## src/rtl/copr_burst_loader_if.sv

```systemverilog
// copr_burst_loader_if
// Groups every non-clock/reset signal of the burst loader into one bundle.
//   control  : start, abort, size (in)  / busy, done (out)
//   counter  : cnt_count, cnt_endcount (in) / cnt_clear, cnt_max, cnt_go (out)
//   memory   : mem_rdata (in) / mem_en, mem_addr (out)
//   dataflow : full (in) / dout, dout_wr (out)
// Modport master is the loader side, slave is the surrounding environment.
interface copr_burst_loader_if #(
  parameter int SIZECOUNT = 5,
  parameter int DATA_W    = 32
);
  logic                 start;
  logic                 abort;
  logic [SIZECOUNT-1:0] size;
  logic                 busy;
  logic                 done;
  logic                 cnt_clear;
  logic [SIZECOUNT-1:0] cnt_max;
  logic                 cnt_go;
  logic [SIZECOUNT-1:0] cnt_count;
  logic                 cnt_endcount;
  logic                 mem_en;
  logic [SIZECOUNT-1:0] mem_addr;
  logic [DATA_W-1:0]    mem_rdata;
  logic                 full;
  logic [DATA_W-1:0]    dout;
  logic                 dout_wr;

  modport master (
    input  start, abort, size, cnt_count, cnt_endcount, mem_rdata, full,
    output busy, done, cnt_clear, cnt_max, cnt_go, mem_en, mem_addr, dout, dout_wr
  );

  modport slave (
    output start, abort, size, cnt_count, cnt_endcount, mem_rdata, full,
    input  busy, done, cnt_clear, cnt_max, cnt_go, mem_en, mem_addr, dout, dout_wr
  );
endinterface

```

## src/rtl/copr_burst_loader.sv

```systemverilog
// copr_burst_loader
// Drives an external up-counter to stream `size` words out of a coprocessor
// local memory (1-cycle read latency) into a dataflow port with full/wr flow
// control. A single skid register catches the word that is already in flight
// when full rises, so nothing is dropped or duplicated.
// Ports:
//   clk, reset : clock, asynchronous active-high reset
//   bus        : copr_burst_loader_if.master (control, counter, memory, dataflow)
//   dbg_state  : current FSM state (0 IDLE, 1 CLR, 2 RUN, 3 DONE)
// Flow control: a word is transferred downstream in any cycle where dout_wr=1;
// dout_wr is never asserted while full=1, and full is honoured combinationally.
module copr_burst_loader #(
  parameter int SIZECOUNT = 5,
  parameter int DATA_W    = 32
) (
  input  logic                clk,
  input  logic                reset,
  copr_burst_loader_if.master bus,
  output logic [1:0]          dbg_state
);

  typedef enum logic [1:0] {
    S_IDLE = 2'd0,
    S_CLR  = 2'd1,
    S_RUN  = 2'd2,
    S_DONE = 2'd3
  } state_e;

  state_e               state_q, state_d;
  logic [SIZECOUNT-1:0] cnt_max_q, cnt_max_d;
  logic                 pending_q, pending_d;
  logic                 skid_valid_q, skid_valid_d;
  logic [DATA_W-1:0]    skid_data_q, skid_data_d;

  logic                 busy_c;
  logic                 done_c;
  logic                 cnt_clear_c;
  logic                 cnt_go_c;
  logic                 dout_wr_c;
  logic [DATA_W-1:0]    dout_c;
  logic                 abort_active;

  always_ff @(posedge clk or posedge reset) begin
    if (reset) begin
      state_q      <= S_IDLE;
      cnt_max_q    <= '0;
      pending_q    <= 1'b0;
      skid_valid_q <= 1'b0;
      skid_data_q  <= '0;
    end else begin
      state_q      <= state_d;
      cnt_max_q    <= cnt_max_d;
      pending_q    <= pending_d;
      skid_valid_q <= skid_valid_d;
      skid_data_q  <= skid_data_d;
    end
  end

  always_comb begin
    state_d      = state_q;
    cnt_max_d    = cnt_max_q;
    skid_valid_d = skid_valid_q;
    skid_data_d  = skid_data_q;
    busy_c       = (state_q != S_IDLE);
    done_c       = 1'b0;
    cnt_clear_c  = 1'b0;
    cnt_go_c     = 1'b0;
    dout_wr_c    = 1'b0;
    dout_c       = '0;
    abort_active = bus.abort && (state_q != S_IDLE);

    case (state_q)
      S_IDLE: begin
        if (bus.start && !bus.abort) begin
          cnt_max_d = bus.size;
          state_d   = S_CLR;
        end
      end
      S_CLR: begin
        cnt_clear_c = 1'b1;
        state_d     = S_RUN;
      end
      S_RUN: begin
        // A new read is only issued when the skid is empty and downstream can
        // take data, so at most one word is ever buffered.
        cnt_go_c = !bus.cnt_endcount && !bus.full && !skid_valid_q;
        if (skid_valid_q && !bus.full) begin
          dout_wr_c    = 1'b1;
          dout_c       = skid_data_q;
          skid_valid_d = 1'b0;
        end else if (pending_q && !bus.full) begin
          dout_wr_c = 1'b1;
          dout_c    = bus.mem_rdata;
        end else if (pending_q && bus.full) begin
          skid_data_d  = bus.mem_rdata;
          skid_valid_d = 1'b1;
        end
        if (bus.cnt_endcount && !pending_q && !skid_valid_q) begin
          state_d = S_DONE;
        end
      end
      S_DONE: begin
        done_c  = 1'b1;
        state_d = S_IDLE;
      end
      default: begin
        state_d = S_IDLE;
      end
    endcase

    pending_d = cnt_go_c;

    // Abort overrides everything: clear the counter, drop any in-flight or
    // buffered word and return to IDLE without signalling done.
    if (abort_active) begin
      state_d      = S_IDLE;
      cnt_clear_c  = 1'b1;
      cnt_go_c     = 1'b0;
      pending_d    = 1'b0;
      skid_valid_d = 1'b0;
      dout_wr_c    = 1'b0;
      dout_c       = '0;
      done_c       = 1'b0;
    end
  end

  assign bus.busy      = busy_c;
  assign bus.done      = done_c;
  assign bus.cnt_clear = cnt_clear_c;
  assign bus.cnt_max   = cnt_max_q;
  assign bus.cnt_go    = cnt_go_c;
  assign bus.mem_en    = cnt_go_c;
  assign bus.mem_addr  = bus.cnt_count;
  assign bus.dout      = dout_c;
  assign bus.dout_wr   = dout_wr_c;
  assign dbg_state     = state_q;

endmodule

```

## src/flat_wrapper.sv

```systemverilog
// flat-port wrapper written by rule: the top's interface ports become plain ports
module copr_burst_loader_flat 
#(
  parameter int SIZECOUNT = 5,
  parameter int DATA_W    = 32
)
  (clk, reset, dbg_state, bus_start, bus_abort, bus_size, bus_cnt_count, bus_cnt_endcount, bus_mem_rdata, bus_full, bus_busy, bus_done, bus_cnt_clear, bus_cnt_max, bus_cnt_go, bus_mem_en, bus_mem_addr, bus_dout, bus_dout_wr);
  copr_burst_loader_if #(.SIZECOUNT(SIZECOUNT), .DATA_W(DATA_W)) bus_i ();
  input  logic clk;
  input  logic reset;
  output logic [1:0] dbg_state;
  input wire logic [$bits(bus_i.start)-1:0] bus_start;
  input wire logic [$bits(bus_i.abort)-1:0] bus_abort;
  input wire logic [$bits(bus_i.size)-1:0] bus_size;
  input wire logic [$bits(bus_i.cnt_count)-1:0] bus_cnt_count;
  input wire logic [$bits(bus_i.cnt_endcount)-1:0] bus_cnt_endcount;
  input wire logic [$bits(bus_i.mem_rdata)-1:0] bus_mem_rdata;
  input wire logic [$bits(bus_i.full)-1:0] bus_full;
  output wire logic [$bits(bus_i.busy)-1:0] bus_busy;
  output wire logic [$bits(bus_i.done)-1:0] bus_done;
  output wire logic [$bits(bus_i.cnt_clear)-1:0] bus_cnt_clear;
  output wire logic [$bits(bus_i.cnt_max)-1:0] bus_cnt_max;
  output wire logic [$bits(bus_i.cnt_go)-1:0] bus_cnt_go;
  output wire logic [$bits(bus_i.mem_en)-1:0] bus_mem_en;
  output wire logic [$bits(bus_i.mem_addr)-1:0] bus_mem_addr;
  output wire logic [$bits(bus_i.dout)-1:0] bus_dout;
  output wire logic [$bits(bus_i.dout_wr)-1:0] bus_dout_wr;
  assign bus_i.start = bus_start;
  assign bus_i.abort = bus_abort;
  assign bus_i.size = bus_size;
  assign bus_i.cnt_count = bus_cnt_count;
  assign bus_i.cnt_endcount = bus_cnt_endcount;
  assign bus_i.mem_rdata = bus_mem_rdata;
  assign bus_i.full = bus_full;
  assign bus_busy = bus_i.busy;
  assign bus_done = bus_i.done;
  assign bus_cnt_clear = bus_i.cnt_clear;
  assign bus_cnt_max = bus_i.cnt_max;
  assign bus_cnt_go = bus_i.cnt_go;
  assign bus_mem_en = bus_i.mem_en;
  assign bus_mem_addr = bus_i.mem_addr;
  assign bus_dout = bus_i.dout;
  assign bus_dout_wr = bus_i.dout_wr;
  copr_burst_loader #(.SIZECOUNT(SIZECOUNT), .DATA_W(DATA_W)) u_core (.clk(clk), .reset(reset), .bus(bus_i), .dbg_state(dbg_state));
endmodule
```

## config.mk

```make
export PLATFORM = sky130hd
export DESIGN_NAME = copr_burst_loader_flat
export DESIGN_NICKNAME = d
export VERILOG_FILES = /design/src/rtl/copr_burst_loader_if.sv /design/src/rtl/copr_burst_loader.sv /design/src/flat_wrapper.sv
export SDC_FILE = /design/constraint.sdc
export NUM_CORES = 1
export LEC_CHECK = 0
export BUFFER_PORTS_ARGS = -buffer_cell sky130_fd_sc_hd__buf_2
export CORE_UTILIZATION = 40
export CTS_BUF_LIST = sky130_fd_sc_hd__clkbuf_16
export CTS_CLUSTER_SIZE = 8
export DETAILED_ROUTE_END_ITERATION = 8
export GPL_TIMING_DRIVEN = 0
export PLACE_DENSITY_LB_ADDON = 0.08
export REMOVE_ABC_BUFFERS = 1
export SLEW_MARGIN = 25
export SYNTH_ARGS = -nofsm -noshare
export SYNTH_HDL_FRONTEND = slang
export SYNTH_SLANG_ARGS = --single-unit
```

## constraint.sdc

```tcl
create_clock -name clk -period 1.5 [get_ports clk]
set_clock_uncertainty 0.05 [all_clocks]
set_input_delay 0.15 -clock clk [delete_from_list [all_inputs] [get_ports clk]]
set_output_delay 0.15 -clock clk [all_outputs]
set_load 0.005 [all_outputs]
```

Yosys cells after proc, flatten, opt, wreduce, memory -nomap -nowiden
Cells that the tools add are included.
- add/sub/neg operators: 0
- multipliers: 0
- divide/modulo/power cells: 0
- magnitude comparators: 0
- equal/unequal tests: 6
- shifts and indexed selects: 0
- mux-type cells: 23
- bitwise logic cells: 2
- reductions and logical operators: 22
- operators by type and width (cell ; count):
    two-way mux 32 bit ; 4
    two-way mux 1 bit ; 15
    logical AND 1 bit ; 9
    != test 3 x 1 -> 1 bit (second input constant) ; 3
    case mux 2 bit (4 select lines) ; 1
    two-way mux 2 bit ; 3
    logical NOT 1 bit ; 5
    equality test 2 bit (second input constant) ; 2
    AND reduction 2 bit ; 2
    AND reduction 4 bit ; 1
    nonzero test 2 bit ; 2
    AND reduction 3 bit ; 1
    nonzero test 3 bit ; 1
    equality test 2 x 1 -> 1 bit (second input constant) ; 1
    logical NOT 2 bit ; 1
    inverter 1 bit ; 2
- register bits: 41
- latch bits: 0
- memory bits (writable): 0
- bits in read-only memories: 0
- input port bits: 48
- output and inout bits: 50
- memories kept: 0

Logic depth before layout (Yosys ltp)
- depth in word-level cells: 6
- depth in mapped cells: 6

Least setup slack after synthesis
OpenSTA, ideal clock, no wires.
- path type: reg2out
- from: reg u_core.state_q[0], in the netlist u_core.dbg_state[0]
- to: out bus_mem_en
- arrival: 1522 ps
- required time: 1300 ps
- slack: -222 ps
- cell stages (with the launch flop): 6
- path buffers: 1
- path through: dfrtp_1 inv_1 ha_1 nand2_1 nor4_1 buf_4
- longest elaborated chain between the ends: 3
- elaborated cells on any way between the ends: 5
- classes of those cells: 1 x eq/ne; 2 x mux; 2 x reduce/logical
- RTL lines (item ; RTL line ; source):
    from (decl) ; copr_burst_loader.sv:29 ; state_e state_q, state_d;
    from (signal assigned) ; copr_burst_loader.sv:51 ; state_q <= state_d;
    equality test 2 bit / nonzero test 2 bit (equally long branches) ; copr_burst_loader.sv:72, copr_burst_loader.sv:70 ;
    two-way mux 1 bit / logical AND 1 bit (equally long branches) ; copr_burst_loader.sv:72, copr_burst_loader.sv:70 ;
    two-way mux 1 bit (*) ; copr_burst_loader.sv:115 ; if (abort_active) begin
    to (decl) ; flat_wrapper.sv:24 ; output wire logic [$bits(bus_i.mem_en)-1:0] bus_mem_en;
Mark *: on every way between the ends. The rest lies on a longest branch, timed or not.

Final worst setup path
- from: reg u_core.skid_valid_q
- to: out bus_dout[3]
- longest elaborated chain between the ends: 4
- RTL lines (item ; RTL line ; source):
    from (decl) ; copr_burst_loader.sv:32 ; logic skid_valid_q, skid_valid_d;
    from (signal assigned) ; copr_burst_loader.sv:54 ; skid_valid_q <= skid_valid_d;
    logical AND 1 bit ; copr_burst_loader.sv:87 ; if (skid_valid_q && !bus.full) begin
    two-way mux 32 bit ; copr_burst_loader.sv:87 ;
    two-way mux 32 bit ; copr_burst_loader.sv:72 ; case (state_q)
    two-way mux 32 bit ; copr_burst_loader.sv:115 ;
    to (decl) ; flat_wrapper.sv:26 ; output wire logic [$bits(bus_i.dout)-1:0] bus_dout;
Every way passes these cells.

==> impl_metrics.prom <==
# TYPE chip_impl_metric gauge
chip_impl_metric{name="seq_area_frac_synth",unit="%"} 44.0
chip_impl_info{name="cp_cell_sequence",value="nor3b_4 -> buf_12 -> buf_8 -> a22oi_2 -> nor2_2 -> buf_2"} 1
chip_impl_metric{name="maxCapViolations",unit=""} 0
chip_impl_metric{name="critical_path_cell_count",unit=""} 6
chip_impl_metric{name="grt_pass1_wl",unit="mm"} 9.43
chip_impl_metric{name="synthesis.area",unit="um2"} 2330
chip_impl_metric{name="yosysWarnings",unit=""} 0
chip_impl_metric{name="largest_net_degree_at_the_start_of_global_routing",unit=""} 25
chip_impl_info{name="end_kind",value="output pin"} 1
chip_impl_metric{name="cts_buffer_depth",unit=""} 2
chip_impl_info{name="grt_setup_unrepaired",value="true"} 1
chip_impl_metric{name="cts.sinks",unit=""} 41
chip_impl_metric{name="synth_unique_cells",unit=""} 28
chip_impl_metric{name="die_height",unit="um"} 78.4
chip_impl_metric{name="clk-insertion-delay-late",unit="ns"} 0.27
chip_impl_info{name="crit_family",value="flip-flops"} 1
chip_impl_info{name="tritoncts",value="done"} 1
chip_impl_metric{name="routed_wire_length_per_instance",unit="um"} 15.9
chip_impl_info{name="status",value="finished with violations"} 1
chip_impl_metric{name="power_leakage",unit="nW"} 1.75
chip_impl_info{name="slowest_cell_on_crit_path",value="dfrtp_2"} 1
chip_impl_metric{name="dp_hpwl",unit="mm"} 3.30
chip_impl_metric{name="postSynthAreaPerCell",unit="um2"} 11.9
chip_impl_metric{name="first_pass_iters",unit=""} 4
chip_impl_metric{name="ir_drop",unit="mV"} 0.759
chip_impl_metric{name="diodes",unit=""} 0
chip_impl_metric{name="io_buffer_count",unit=""} 87
chip_impl_info{name="worst_setup_path_start_kind",value="register"} 1
chip_impl_metric{name="post_synth_inst_count",unit=""} 196
chip_impl_metric{name="routed_via_density",unit=""} 5.07
chip_impl_metric{name="post_dp_cell_area",unit="um2"} 2800
chip_impl_metric{name="antenna_found_initial",unit=""} 0
chip_impl_metric{name="cp_num_buf_inv",unit=""} 3
chip_impl_metric{name="finish.net_count",unit=""} 360
chip_impl_metric{name="cts_made_buffers",unit=""} 5
chip_impl_metric{name="finalWirelength",unit="mm"} 6.07
chip_impl_metric{name="routed-via-count",unit=""} 1932
chip_impl_metric{name="final-setup-viol-count",unit=""} 71
chip_impl_metric{name="grt_pass1_vias",unit=""} 1840
chip_impl_metric{name="critical_path_peak_fanout",unit=""} 6
chip_impl_metric{name="worstPathRequired",unit="ns"} 1.30
chip_impl_metric{name="fp-row-count",unit=""} 27
chip_impl_metric{name="relSlewSlack",unit="%"} 69.0
chip_impl_metric{name="start_util",unit="%"} 41.9
chip_impl_metric{name="setup_ws",unit="ns"} -0.289
chip_impl_info{name="leading_area_contributor_after_synthesis",value="dfrtp_1"} 1
chip_impl_metric{name="whs",unit="ns"} 0.0245
chip_impl_metric{name="antenna_left",unit=""} 0
chip_impl_metric{name="floorplan.core_area",unit="um2"} 5570
chip_impl_metric{name="ctsHtreeMaxLevel",unit=""} 2
chip_impl_metric{name="final_period_minus_worst_setup_slack",unit="ns"} 1.79
chip_impl_metric{name="total_of_flip_flops_plus_latches_after_synthesis",unit=""} 41
chip_impl_metric{name="power-per-cell-area",unit="nW/um2"} 1220
chip_impl_info{name="cts.root.buffer_cell",value="clkbuf_16"} 1
chip_impl_metric{name="layout.core_utilization",unit="%"} 63.9
chip_impl_info{name="setup.worst_path.class",value="reg -> out"} 1
chip_impl_metric{name="max_slew.worst_pin.slew",unit="ns"} 0.464
chip_impl_metric{name="global_route.overflow_total",unit=""} 0
chip_impl_metric{name="slew_violations",unit=""} 0
chip_impl_metric{name="groute.usage.overall",unit="%"} 20.2
chip_impl_metric{name="post_route_cells_drive_above_1_share",unit="%"} 68.3
chip_impl_metric{name="clock_slew_seen_by_the_registers_of_the_worst_setup_and_hold_paths",unit="ns"} 0.05
chip_impl_metric{name="placer_congestion",unit=""} 0.811
chip_impl_metric{name="layout-area-overhead-vs-synth",unit="%"} 52.7
chip_impl_info{name="failing_checks",value="negative setup slack"} 1
chip_impl_metric{name="top_level_ports",unit=""} 98
chip_impl_metric{name="hold-path-cell-count",unit=""} 2
chip_impl_info{name="hold_path_class",value="in -> reg"} 1
chip_impl_info{name="leading_post_synthesis_cells_by_cell_area",value="dfrtp_1 44%, mux2_4 19%, a22oi_1 8.7%"} 1
chip_impl_metric{name="worst_r2r_path_depth",unit=""} 7
chip_impl_metric{name="layoutNonFillerInstCount",unit=""} 381
chip_impl_metric{name="drc",unit=""} 0
chip_impl_metric{name="critical_path.max_stage_delay",unit="ns"} 0.46
chip_impl_metric{name="drt_iter0_drc",unit=""} 84
chip_impl_metric{name="die_width",unit="um"} 78.4
chip_impl_metric{name="placed_cells",unit=""} 340
chip_impl_metric{name="achievable-frequency",unit="GHz"} 0.559
chip_impl_metric{name="min_period_over_period",unit="%"} 119
chip_impl_metric{name="die_area",unit="um2"} 6140
chip_impl_metric{name="final_design_area_no_fill",unit="um2"} 3560
chip_impl_metric{name="timing.final.hold_violations",unit=""} 0
chip_impl_metric{name="timing.critical_path.arrival",unit="ns"} 1.59
chip_impl_metric{name="yosysTopAreaCellShare",unit="%"} 44.0
## final cells by class
class	instances	area (um2)
fill	444	2010
inverter	6	22.5
clock buffer	5	125
timing repair buffer	121	903
clock inverter	3	12.5
multi-input combinational	133	1380
tap	72	90.1
sequential	41	1030
## cells in the final DEF (no fill, tap or decap), drive strengths merged, types with 2 or more instances in the layout
| cell type | netlist | layout |
|---|---|---|
| mux2 | 37 | 37 |
| clkinv | 0 | 3 |
| clkbuf | 4 | 6 |
| nor2 | 35 | 35 |
| nand3 | 1 | 2 |
| ha | 4 | 4 |
| dfrtp | 41 | 41 |
| nand2b | 2 | 2 |
| inv | 6 | 6 |
| nor3b | 2 | 2 |
| a21oi | 2 | 2 |
| o21ai | 2 | 2 |
| a22oi | 32 | 32 |
| nand2 | 3 | 5 |
| a32o | 2 | 2 |
| buf | 15 | 119 |
| nor2b | 2 | 2 |
## cells in the mapped netlist, drive strengths merged
cell / count
clkbuf: 4
and2: 1
o32ai: 1
nor3b: 2
nor2: 35
o21ai: 2
ha: 4
nand2b: 2
nand2: 3
buf: 15
nand3: 1
nor4: 1
nor3: 1
dfrtp: 41
mux2: 37
a32o: 2
nor2b: 2
a21oi: 2
o22ai: 1
a22oi: 32
inv: 6
or2: 1
## state kept, by name (all words and copies together) (netlist names)
| name | flops |
|---|---|
| u_core.skid_data_q | 32 |
| u_core.bus.cnt_max | 5 |
| u_core.dbg_state | 2 |
| u_core.pending_q | 1 |
| u_core.skid_valid_q | 1 |
## final timing paths
check,end,slack [ns],from
worst max-delay path,bus_dout[3],-0.29,u_core.skid_valid_q
worst min-delay path,u_core.pending_q,0.02,bus_cnt_endcount
worst max register to register,u_core.dbg_state[0],-0.23,u_core.dbg_state[1]
worst min register to register,u_core.bus.cnt_max[1],0.45,u_core.bus.cnt_max[1]
max in group asynchronous,u_core.skid_data_q[8],0.55,reset
min in group asynchronous,u_core.skid_data_q[18],0.38,reset
## repair_timing
| action | CTS | global route |
|---|---|---|
| buffers inserted | 19 | 8 |
| endpoints found under the hold margin | 18 | 0 |
| hold buffers | 1 | 0 |
| gates resized for setup | 38 | 30 |
| pin swaps | 14 | 15 |
| cloned | 4 | 1 |
| endpoints found under the setup margin | 71 | 75 |
## power breakdown
group / leakage [nW] / internal (mW) / switching, mW
logic: 1.13 / 1.01 / 0.766
clock network: 0.0687 / 0.601 / 0.393
registers: 0.550 / 1.39 / 0.170
total: 1.75 / 3.01 / 1.33
## logic make-up after synthesis
family	after synthesis	share of synthesized area (%)
flip-flops	41	44.0
AO/OA/AOI/OAI	40	13.7
multiplexers	37	22.7
adder cells (fa/ha/maj)	4	2.14
AND/OR/NAND/NOR	49	10.1
buffers and inverters	25	7.40
## per-stage QoR
stage | setup TNS (ns) | total power [mW] | setup slack (ns)
final | -15.84 | 4.34 | -0.289
after global placement | -85.25 | 2.57 | -1.68
after floorplan | -34.73 | 2.22 | -0.697
after detailed placement | -37.21 | 2.60 | -0.691
after CTS | -13.37 | 4.14 | -0.297
after global routing | -20.59 | 4.58 | -0.398
## metal layers
layer	routed length (um)	vias to the layer above	GRT usage [%]
met1	2810	931	28.3
li1	-	929	-
met2	2930	68	31.1
met3	290	4	4.53
met5	0	-	0
met4	35	0	5.93
Note: power is estimated with default switching activity, not from simulation.
